--- src/rtl/icache_refill_collector.sv ---
// Icache downstream refill collector: gathers out-of-order rxdat beats into
// per-MSHR line buffers and hands completed lines out round-robin on one fill port.
module icache_refill_collector #(
    parameter int ENTRY_NUM   = 8,
    parameter int ENTRY_IDX_W = 3,
    parameter int BEAT_W      = 128,
    parameter int BEATS       = 4,
    parameter int BEAT_IDX_W  = 2
) (
    input  logic                      clk,
    input  logic                      rst_n,
    input  logic                      alloc_vld,
    input  logic [ENTRY_IDX_W-1:0]    alloc_entry_id,
    input  logic                      rxdat_vld,
    output logic                      rxdat_rdy,
    input  logic [ENTRY_IDX_W-1:0]    rxdat_entry_id,
    input  logic [BEAT_IDX_W-1:0]     rxdat_beat_id,
    input  logic [BEAT_W-1:0]         rxdat_data,
    input  logic                      rxdat_err,
    output logic                      fill_vld,
    input  logic                      fill_rdy,
    output logic [ENTRY_IDX_W-1:0]    fill_entry_id,
    output logic [BEAT_W*BEATS-1:0]   fill_data,
    output logic                      fill_err,
    output logic [ENTRY_IDX_W:0]      pending_cnt,
    output logic                      proto_err
);
    typedef enum logic [1:0] {S_IDLE, S_COLLECT, S_DONE} state_t;

    logic                   r_rdy;
    logic                   r_fill_vld;
    logic [ENTRY_IDX_W-1:0] r_fill_id;
    logic                   r_fill_err;
    logic [ENTRY_IDX_W-1:0] r_ptr;
    logic [ENTRY_IDX_W:0]   r_pending;
    logic                   r_proto;

    logic                   w_hs;
    logic                   w_beat_acc;
    logic [BEATS-1:0]       w_beat_oh;
    logic [ENTRY_IDX_W-1:0] w_ptr;
    logic [ENTRY_NUM-1:0]   w_done;
    logic [ENTRY_NUM-1:0]   w_retire;
    logic [ENTRY_NUM-1:0]   w_busy_nxt;
    logic [ENTRY_NUM-1:0]   w_viol;
    logic [ENTRY_NUM-1:0]   w_errf;
    logic [ENTRY_NUM-1:0][BEAT_W*BEATS-1:0] w_lines;
    logic                   w_sel_vld;
    logic [ENTRY_IDX_W-1:0] w_sel_id;
    logic [ENTRY_IDX_W-1:0] w_idx;
    logic [ENTRY_IDX_W:0]   w_pend_nxt;

    assign w_beat_acc = rxdat_vld && r_rdy;
    assign w_beat_oh  = BEATS'(1) << rxdat_beat_id;
    assign w_hs       = r_fill_vld && fill_rdy;
    // Pointer moves past the granted entry in the same cycle so the next pick already sees it
    assign w_ptr      = w_hs ? ENTRY_IDX_W'(r_fill_id + 1'b1) : r_ptr;

    for (genvar e = 0; e < ENTRY_NUM; e++) begin : g_ent
        state_t                      r_state;
        logic [BEATS-1:0]            r_mask;
        logic                        r_errf;
        logic [BEATS-1:0][BEAT_W-1:0] r_buf;
        state_t                      w_state_nxt;
        logic                        w_alloc_hit, w_alloc_ok, w_beat_hit, w_coll, w_cap;
        logic [BEATS-1:0]            w_mask_nxt;
        logic                        w_errf_nxt;

        assign w_alloc_hit = alloc_vld && (alloc_entry_id == ENTRY_IDX_W'(e));
        assign w_retire[e] = w_hs && (r_fill_id == ENTRY_IDX_W'(e));
        assign w_alloc_ok  = w_alloc_hit && (r_state == S_IDLE || w_retire[e]);
        assign w_beat_hit  = w_beat_acc && (rxdat_entry_id == ENTRY_IDX_W'(e));
        // A same-cycle legal alloc opens the entry before the beat lands
        assign w_coll      = w_alloc_ok || (r_state == S_COLLECT);
        assign w_cap       = w_beat_hit && w_coll;
        assign w_mask_nxt  = (w_alloc_ok ? '0 : r_mask) | (w_cap ? w_beat_oh : '0);
        assign w_errf_nxt  = (!w_alloc_ok && r_errf) || (w_cap && rxdat_err);
        assign w_viol[e]   = (w_alloc_hit && !w_alloc_ok) || (w_beat_hit && !w_coll) ||
                             (w_cap && !w_alloc_ok && r_mask[rxdat_beat_id]);
        assign w_done[e]     = (r_state == S_DONE);
        assign w_errf[e]     = r_errf;
        assign w_lines[e]    = r_buf;
        assign w_busy_nxt[e] = (w_state_nxt != S_IDLE);

        always_comb begin
            w_state_nxt = r_state;
            if (w_alloc_ok)
                w_state_nxt = S_COLLECT;
            else if (r_state == S_COLLECT && (&w_mask_nxt))
                w_state_nxt = S_DONE;
            else if (w_retire[e])
                w_state_nxt = S_IDLE;
        end

        always_ff @(posedge clk or negedge rst_n) begin
            if (!rst_n) begin
                r_state <= S_IDLE;
                r_mask  <= '0;
                r_errf  <= 1'b0;
            end else begin
                r_state <= w_state_nxt;
                r_mask  <= w_mask_nxt;
                r_errf  <= w_errf_nxt;
            end
        end

        always_ff @(posedge clk) begin
            if (w_cap) r_buf[rxdat_beat_id] <= rxdat_data;
        end
    end

    always_comb begin
        w_sel_vld = 1'b0;
        w_sel_id  = '0;
        w_idx     = '0;
        for (int k = 0; k < ENTRY_NUM; k++) begin
            w_idx = w_ptr + ENTRY_IDX_W'(k);
            if (!w_sel_vld && w_done[w_idx] && !w_retire[w_idx]) begin
                w_sel_vld = 1'b1;
                w_sel_id  = w_idx;
            end
        end
    end

    always_comb begin
        w_pend_nxt = '0;
        for (int k = 0; k < ENTRY_NUM; k++)
            w_pend_nxt = w_pend_nxt + (ENTRY_IDX_W+1)'(w_busy_nxt[k]);
    end

    always_ff @(posedge clk or negedge rst_n) begin
        if (!rst_n) begin
            r_rdy      <= 1'b0;
            r_fill_vld <= 1'b0;
            r_fill_id  <= '0;
            r_fill_err <= 1'b0;
            r_ptr      <= '0;
            r_pending  <= '0;
            r_proto    <= 1'b0;
        end else begin
            r_rdy     <= 1'b1;
            r_ptr     <= w_ptr;
            r_pending <= w_pend_nxt;
            r_proto   <= r_proto | (|w_viol);
            if (!r_fill_vld || fill_rdy) begin
                r_fill_vld <= w_sel_vld;
                if (w_sel_vld) begin
                    r_fill_id  <= w_sel_id;
                    r_fill_err <= w_errf[w_sel_id];
                end
            end
        end
    end

    assign rxdat_rdy     = r_rdy;
    assign fill_vld      = r_fill_vld;
    assign fill_entry_id = r_fill_id;
    assign fill_err      = r_fill_err;
    assign fill_data     = w_lines[r_fill_id];
    assign pending_cnt   = r_pending;
    assign proto_err     = r_proto;
endmodule

--- config.mk ---
export PLATFORM = sky130hd
export DESIGN_NAME = icache_refill_collector
export DESIGN_NICKNAME = d
export VERILOG_FILES = /design/src/rtl/icache_refill_collector.sv
export SDC_FILE = /design/constraint.sdc
export NUM_CORES = 2
export LEC_CHECK = 0
export BUFFER_PORTS_ARGS = -buffer_cell sky130_fd_sc_hd__buf_2
export CORE_MARGIN = 8
export CORE_UTILIZATION = 55
export DETAILED_ROUTE_END_ITERATION = 8
export HOLD_SLACK_MARGIN = 0.12
export PLACE_DENSITY = 0.72
export SLEW_MARGIN = 10
export SYNTH_ARGS = -nofsm -noshare
export SYNTH_HDL_FRONTEND = slang
export SYNTH_SLANG_ARGS = --single-unit
--- constraint.sdc ---
create_clock -name clk -period 29 [get_ports clk]
set_input_delay 1.45 -clock clk [delete_from_list [all_inputs] [get_ports clk]]
set_output_delay 1.45 -clock clk [all_outputs]
set_load 0.01 [all_outputs]
# After elaboration in Yosys (flattened, before gate mapping)

Index checks and enable logic that the tools add are counted.

Register bits: 4166
Bits of input ports: 142
Output and inout port bits: 523
Word-level logic and storage cells: 472

Add/sub/neg operators: 15
Magnitude comparators: 12
Eq/ne operators: 37
Shifts and indexed selects: 1
Muxes and demuxes: 119
Bitwise operators: 9
Reduce and logical (&&, ||, !) cells: 216

Operator list:

| operator             | count |
|---|---|
| $bwmux W512          | 8 |
| $bmux W512 S3        | 1 |
| $mux W512            | 1 |
| $demux W128 S2       | 1 |
| $mux W128            | 1 |
| $logic_and A1 B1 Y1  | 114 |
| $mux W4              | 16 |
| $bmux W1 S3          | 17 |
| $mux W2              | 24 |
| $logic_or A1 B1 Y1   | 41 |
| $lt A3 B4 Y1 const B | 10 |
| $eq A3 B3 Y1 const B | 12 |
| $mux W1              | 33 |
| $logic_not A1 Y1     | 32 |
| $or A4 B4 Y4         | 8 |
| $reduce_and A4 Y1    | 8 |
| $mux W3              | 9 |
| $eq A3 B2 Y1 const B | 6 |
| $add A4 B1 Y4        | 4 |
| $bmux W1 S2          | 8 |
| $eq A2 B1 Y1 const B | 8 |
| $eq A2 B2 Y1 const B | 8 |
| $logic_not A2 Y1     | 8 |
| $reduce_bool A2 Y1   | 8 |
| other kinds (14)     | 23 |

# Logic depth before layout (Yosys ltp)

Word-level depth: 37
Mapped depth: 23
Mapped depth without buffers: 20

# Least setup slack after synthesis

OpenSTA, ideal clock, no wires.

Path kind: input -> register
From: in alloc_entry_id[1]
To: reg r_pending[2], in the netlist pending_cnt[2]
Library setup time: 0.123 ns
Arrival: 10.891 ns
Required time: 28.877 ns
Slack: 17.986 ns
Stages on the path: 19
Buffers on the path: 0
Cell sequence: nand2b_1 > nor3_1 > nand4_1 > o21ai_0 > nand2_1 > nor2_1 > a21o_1 > nand4_1 > or3b_2 > nand2_1 > and3b_1 > fa_1 > fa_1 > fa_1 > inv_1 > ha_1 > inv_1 > fa_1 > xnor2_1

Word-level cells in the longest chain between the ends: 19
Elaborated cells on any way between the ends: 111
Classes of those cells: add/sub: 7; eq/ne: 7; mux: 32; bitwise: 8; reduce/logical: 57

RTL lines:

| element                           | RTL line | text |
|---|---|---|
| start, declared                   | 13       | `input logic [ENTRY_IDX_W-1:0] alloc_entry_id,` |
| $logic_not A3 Y1 (*)              | 69       | `assign w_alloc_hit = alloc_vld && (alloc_entry_id == ENTRY_IDX_W'(e));` |
| $logic_and A1 B1 Y1 (*)           | 69       |  |
| $logic_and A1 B1 Y1 (*)           | 71       | `assign w_alloc_ok = w_alloc_hit && (r_state == S_IDLE \|\| w_retire[e]);` |
| $logic_or A1 B1 Y1                | 74       | `assign w_coll = w_alloc_ok \|\| (r_state == S_COLLECT);` |
| $logic_and A1 B1 Y1               | 75       | `assign w_cap = w_beat_hit && w_coll;` |
| $mux W4                           | 76       | `assign w_mask_nxt = (w_alloc_ok ? '0 : r_mask) \| (w_cap ? w_beat_oh : '0);` |
| $or A4 B4 Y4 (*)                  | 76       |  |
| named net g_ent[0].w_mask_nxt[0]  | 66       | `logic [BEATS-1:0] w_mask_nxt;` |
| [... 3 more ...]                  | -        |  |
| $mux W2 (*)                       | 87       | `if (w_alloc_ok)` |
| named net g_ent[0].w_state_nxt[1] | 64       | `state_t w_state_nxt;` |
| $reduce_bool A2 Y1 (*)            | 83       | `assign w_busy_nxt[e] = (w_state_nxt != S_IDLE);` |
| $add A1 B1 Y2 (*)                 | 128      | `w_pend_nxt = w_pend_nxt + (ENTRY_IDX_W+1)'(w_busy_nxt[k]);` |
| $add A2 B1 Y3 (*)                 | 128      |  |
| $add A3 B1 Y4 (*)                 | 128      |  |
| $add A4 B1 Y4 (*) (4 in series)   | 128      |  |
| named net w_pend_nxt[2]           | 51       | `logic [ENTRY_IDX_W:0] w_pend_nxt;` |
| end signal, assigned              | 143      | `r_pending <= w_pend_nxt;` |
| end, declared                     | 35       | `logic [ENTRY_IDX_W:0] r_pending;` |

Mark *: on every way through the listed nets, which the timed path passes. The rest lies on a longest branch.
A chain may end at the register's enable or synchronous reset.

# Worst setup path after layout

From: reg r_fill_id[1], in the netlist fill_entry_id[1]
To: out fill_data[445]

Word-level cells in the longest chain between the ends: 2

RTL lines:

| element                         | RTL line | text |
|---|---|---|
| start, declared                 | 32       | `logic [ENTRY_IDX_W-1:0] r_fill_id;` |
| start signal, assigned          | 148      | `r_fill_id <= w_sel_id;` |
| $bmux W512 S3                   | 159      | `assign fill_data = w_lines[r_fill_id];` |
| $mux W512 (not written as such) | 159      |  |
| end, declared                   | 23       | `output logic [BEAT_W*BEATS-1:0] fill_data,` |

Every way passes these cells. The select of a mux whose other input is x is not followed.

==> impl.org <==
** Clocking
- Root Driver :: sky130_fd_sc_hd__clkbuf_16
- Clock-pin slew was measured on the worst setup and hold paths at 0.05 ns.
- Number of buffers added to fix hold violations after cts :: 0
- In this run the number of H-tree levels came out at 5.
- Skew-Pair Late Insertion Delay :: 1.00 ns
- Post-CTS timing repair inserted 0 buffers for setup.
- The clock passes through at most 4 buffers.
- CTS saw 4,166 sinks.
- Number of gates given a new drive strength after cts :: 0
- In this run, CTS created clock tree buffers numbering around 410.
- TritonCTS built the clock tree.

** Status
- The run finished with clean final reports.

** Synth
- In this run the biggest area consumer among cell types represents between 70% and 80% of the synthesized area.
- Synth async-reset ratio :: 1.68%
- Distinct cell type count of the synthesized netlist :: 74
- Avg Cell Area, Syn :: 20.9 um^2
- Number of enable-type register cells in the synthesized netlist :: 4,096
- The largest total area in the synthesized netlist belongs to sky130_fd_sc_hd__edfxtp_1.
- Ys Warns :: 0
- After synthesis, the cell types taking the most area are sky130_fd_sc_hd__edfxtp_1 (78%), sky130_fd_sc_hd__mux4_2 (15%), sky130_fd_sc_hd__nand2_1 (3.8%).
- In the synthesized netlist, the number of instances is 7,568.
- In the synthesized netlist the dominant register cell turns out to be sky130_fd_sc_hd__edfxtp_1.
- Area of the mapped netlist :: about 160,000 um^2
- Most numerous cell types in the synthesized netlist :: sky130_fd_sc_hd__edfxtp_1 (4,096), sky130_fd_sc_hd__nand2_1 (1,613), sky130_fd_sc_hd__mux4_2 (1,035), sky130_fd_sc_hd__clkbuf_1 (226), sky130_fd_sc_hd__buf_1 (124)
- Top-count cell post-synth :: sky130_fd_sc_hd__edfxtp_1
- The share of the Yosys chip area taken by registers is 78.9%.
- Post-Syn Nets :: 7,725
- Post-synthesis sequential element count :: 4,166

** Timing
- Maximum achievable frequency :: 115 MHz
- The worst path needs about 8.7 ns of the cycle, external delays included.
- Setup TNS :: 0 ns
- Final period util :: 30.0%
- Number of endpoints with negative hold slack in the final report :: 0
- Slew @ Worst Pin :: 1.30 ns
- Setup violations remaining at the end of the flow were counted as 0.
- Remaining max-slew budget at the tightest pin :: 13.2%
- The final number of max-transition violations was 0.
- Setup repair after global routing left no endpoint under its margin.
- Worst hold margin :: 0.491 ns
- Worst Clk Skew :: 0.0825 ns

** Die
- The core region is between 200,000 and 300,000 um^2.
- Site row count :: 197
- The die covers 305,000 um^2.
- Height of the die :: ~550 um
- Ports placed on the boundary :: 665
- The initial utilization of the core area, before any placement, comes to 55.1%.
- Horizontal die dimension :: about 550 um

** GRT
- The number of antenna violations at the first check in global routing came to 51.
- For this run the aggregate overflow at the end of global routing stands at 0.
- Global routing used 26.7% of the available tracks across all layers.
- The first global-routing pass estimated 592 mm of wire.
- The number of global-route vias before repair was 81.0k.
- Largest net degree at the start of global routing :: 149

** Route
- Number of vias per cell :: 6.39
- The detailed router finished its first iteration with 10.8k violations.
- Dividing the detail-routed wire length by the instance count gives 33.1 um.
- Routed vias :: 80.3k
- In this run the remaining antenna-violating nets after routing total 0.
- Summed over all layers, the routed wires come to 415 mm.
- The first detailed-routing pass took 6 iterations.
- # DRC :: 0

** Cells and area
- Fill cells in the final layout number 19.1k.
- Layout net count :: roughly 8.6k
- Layout cells sized above 1 :: approximately 28%
- Final cell area excluding filler cells :: between 150,000 and 200,000 um^2
- The area growth from synthesis to layout is 13.6%.

** Pwr
- Total power per unit cell area :: 93.4 nW/um^2
- Summed over all cells, the static leakage comes to 59.8 nW.
- The worst-case IR drop observed on VDD is 0.0000888 V.

** Place
- Summed over all nets, the half-perimeter wirelength after detailed placement is 221 mm.
- Placed inst area :: 166,000 um^2
- The count of buffers added on input and output ports is 664.
- Final GP Congestion :: 0.800

** Setup path
- Category of the worst setup path launch point :: flop
- The worst setup path is captured at an output pin.
- For the worst setup path, the data arrival time is 7.26 ns.
- In this run the worst path has a maximum fanout of 64.
- Data required, critical path :: 27.55 ns
- Type of the worst setup path :: reg2out

** Worst hold path
- Path class of the lowest-slack min-delay path :: reg2reg

** Run
- Max-cap violations in this run came to 0.
[cell families after synthesis]
group           share of synthesized area [%]
flops                                    78.9
simple gates                             4.52
mux                                      14.9
buf+inv                                 0.921
compound gates                          0.609
fa+ha+maj                               0.138
xor+xnor                               0.0166
other cells                           0.00237
[final cells by class]
| class | count | area, um^2 | area share, % |
|---|---|---|---|
| inverters | 20 | 85.1 | 0.0474 |
| clock buffers | 514 | 10800 | 5.99 |
| clock inverters | 232 | 2490 | 1.38 |
| diodes | 28 | 70.1 | 0.0390 |
| well taps | 3781 | 4730 | 2.63 |
| flip-flops and latches | 4166 | 125000 | 69.4 |
| multi-input cells | 3024 | 32100 | 17.9 |
| repair buffers | 799 | 4640 | 2.58 |
[power breakdown]
part / internal [mW] / switching (mW)
Clock: 2.96 / 2.27
Sequential: 6.67 / 0.0644
Combinational: 1.88 / 2.95
Total: 11.5 / 5.28
[cells in the final DEF, fill, tap and decap left out, types with 15 or more instances in the layout]
master,instances
sky130_fd_sc_hd__edfxtp_1,4096
sky130_fd_sc_hd__nand2_1,1613
sky130_fd_sc_hd__mux4_2,1035
sky130_fd_sc_hd__buf_2,664
sky130_fd_sc_hd__clkbuf_16,415
sky130_fd_sc_hd__buf_4,111
sky130_fd_sc_hd__clkbuf_1,98
sky130_fd_sc_hd__clkinv_1,83
sky130_fd_sc_hd__dfrtp_1,67
sky130_fd_sc_hd__clkinv_2,65
sky130_fd_sc_hd__nor2_1,42
sky130_fd_sc_hd__o21ai_0,39
sky130_fd_sc_hd__bufinv_16,35
sky130_fd_sc_hd__a21o_1,34
sky130_fd_sc_hd__nor2_4,32
sky130_fd_sc_hd__diode_2,28
sky130_fd_sc_hd__buf_12,24
sky130_fd_sc_hd__nand4_1,20
sky130_fd_sc_hd__nand3_1,18
sky130_fd_sc_hd__inv_1,17
sky130_fd_sc_hd__a21oi_1,17
sky130_fd_sc_hd__clkinvlp_4,16
sky130_fd_sc_hd__clkinv_16,15
[critical path, cell delays in order (launching register included)]
cell and delay, ns:
sky130_fd_sc_hd__dfrtp_4 0.96, sky130_fd_sc_hd__buf_4 0.87, sky130_fd_sc_hd__buf_4 0.88, sky130_fd_sc_hd__buf_4 0.79, sky130_fd_sc_hd__buf_4 0.78, sky130_fd_sc_hd__buf_4 0.85, sky130_fd_sc_hd__mux4_2 0.41, sky130_fd_sc_hd__nand2_1 0.09
sky130_fd_sc_hd__nand2_1 0.18, sky130_fd_sc_hd__buf_2 0.19
[final timing paths]
kind,endpoint,from,cells after the start,slack [ns]
setup / recovery,fill_data[445],fill_entry_id[1],9,20.29
hold / removal,g_ent[2].r_mask[2],g_ent[2].r_mask[2],1,0.49
setup reg to reg,g_ent[5].r_buf[389],fill_entry_id[2],10,21.63
hold reg to reg,g_ent[2].r_mask[2],g_ent[2].r_mask[2],1,0.49
max in group asynchronous,fill_entry_id[1],rst_n,2,27.51
min in group asynchronous,g_ent[4].r_state[1],rst_n,2,0.75
[through the flow]
stage / cells / util, % / power (mW) / setup WS [ns]
after floorplan: 7568 / - / 9.77 / 17.99
after global placement: 11790 / 58.0 / 11.7 / 21.33
after detailed placement: 11790 / 58.0 / 11.7 / 21.31
after CTS: 12536 / 62.6 / 16.9 / 20.29
after global routing: 12548 / 62.6 / 17.4 / 20.07
final: 12564 / 62.6 / 16.8 / 20.29
[flip-flops by register name, summed over array words and instances, names as in the netlist]
name           cells
rxdat_rdy          1
r_ptr              3
fill_vld           1
g_ent.r_buf     4096
g_ent.r_mask      32
g_ent.r_state     16
fill_err           1
proto_err          1
fill_entry_id      3
pending_cnt        4
g_ent.r_errf       8
[per-layer routing]
| layer | wire length [um] | GRT usage, % |
|---|---|---|
| met5 | 162 | 0 |
| met4 | 14800 | 8.56 |
| met3 | 44900 | 6.18 |
| met2 | 200000 | 43.1 |
| met1 | 156000 | 36.8 |
Power figures use the tool's default switching activity.
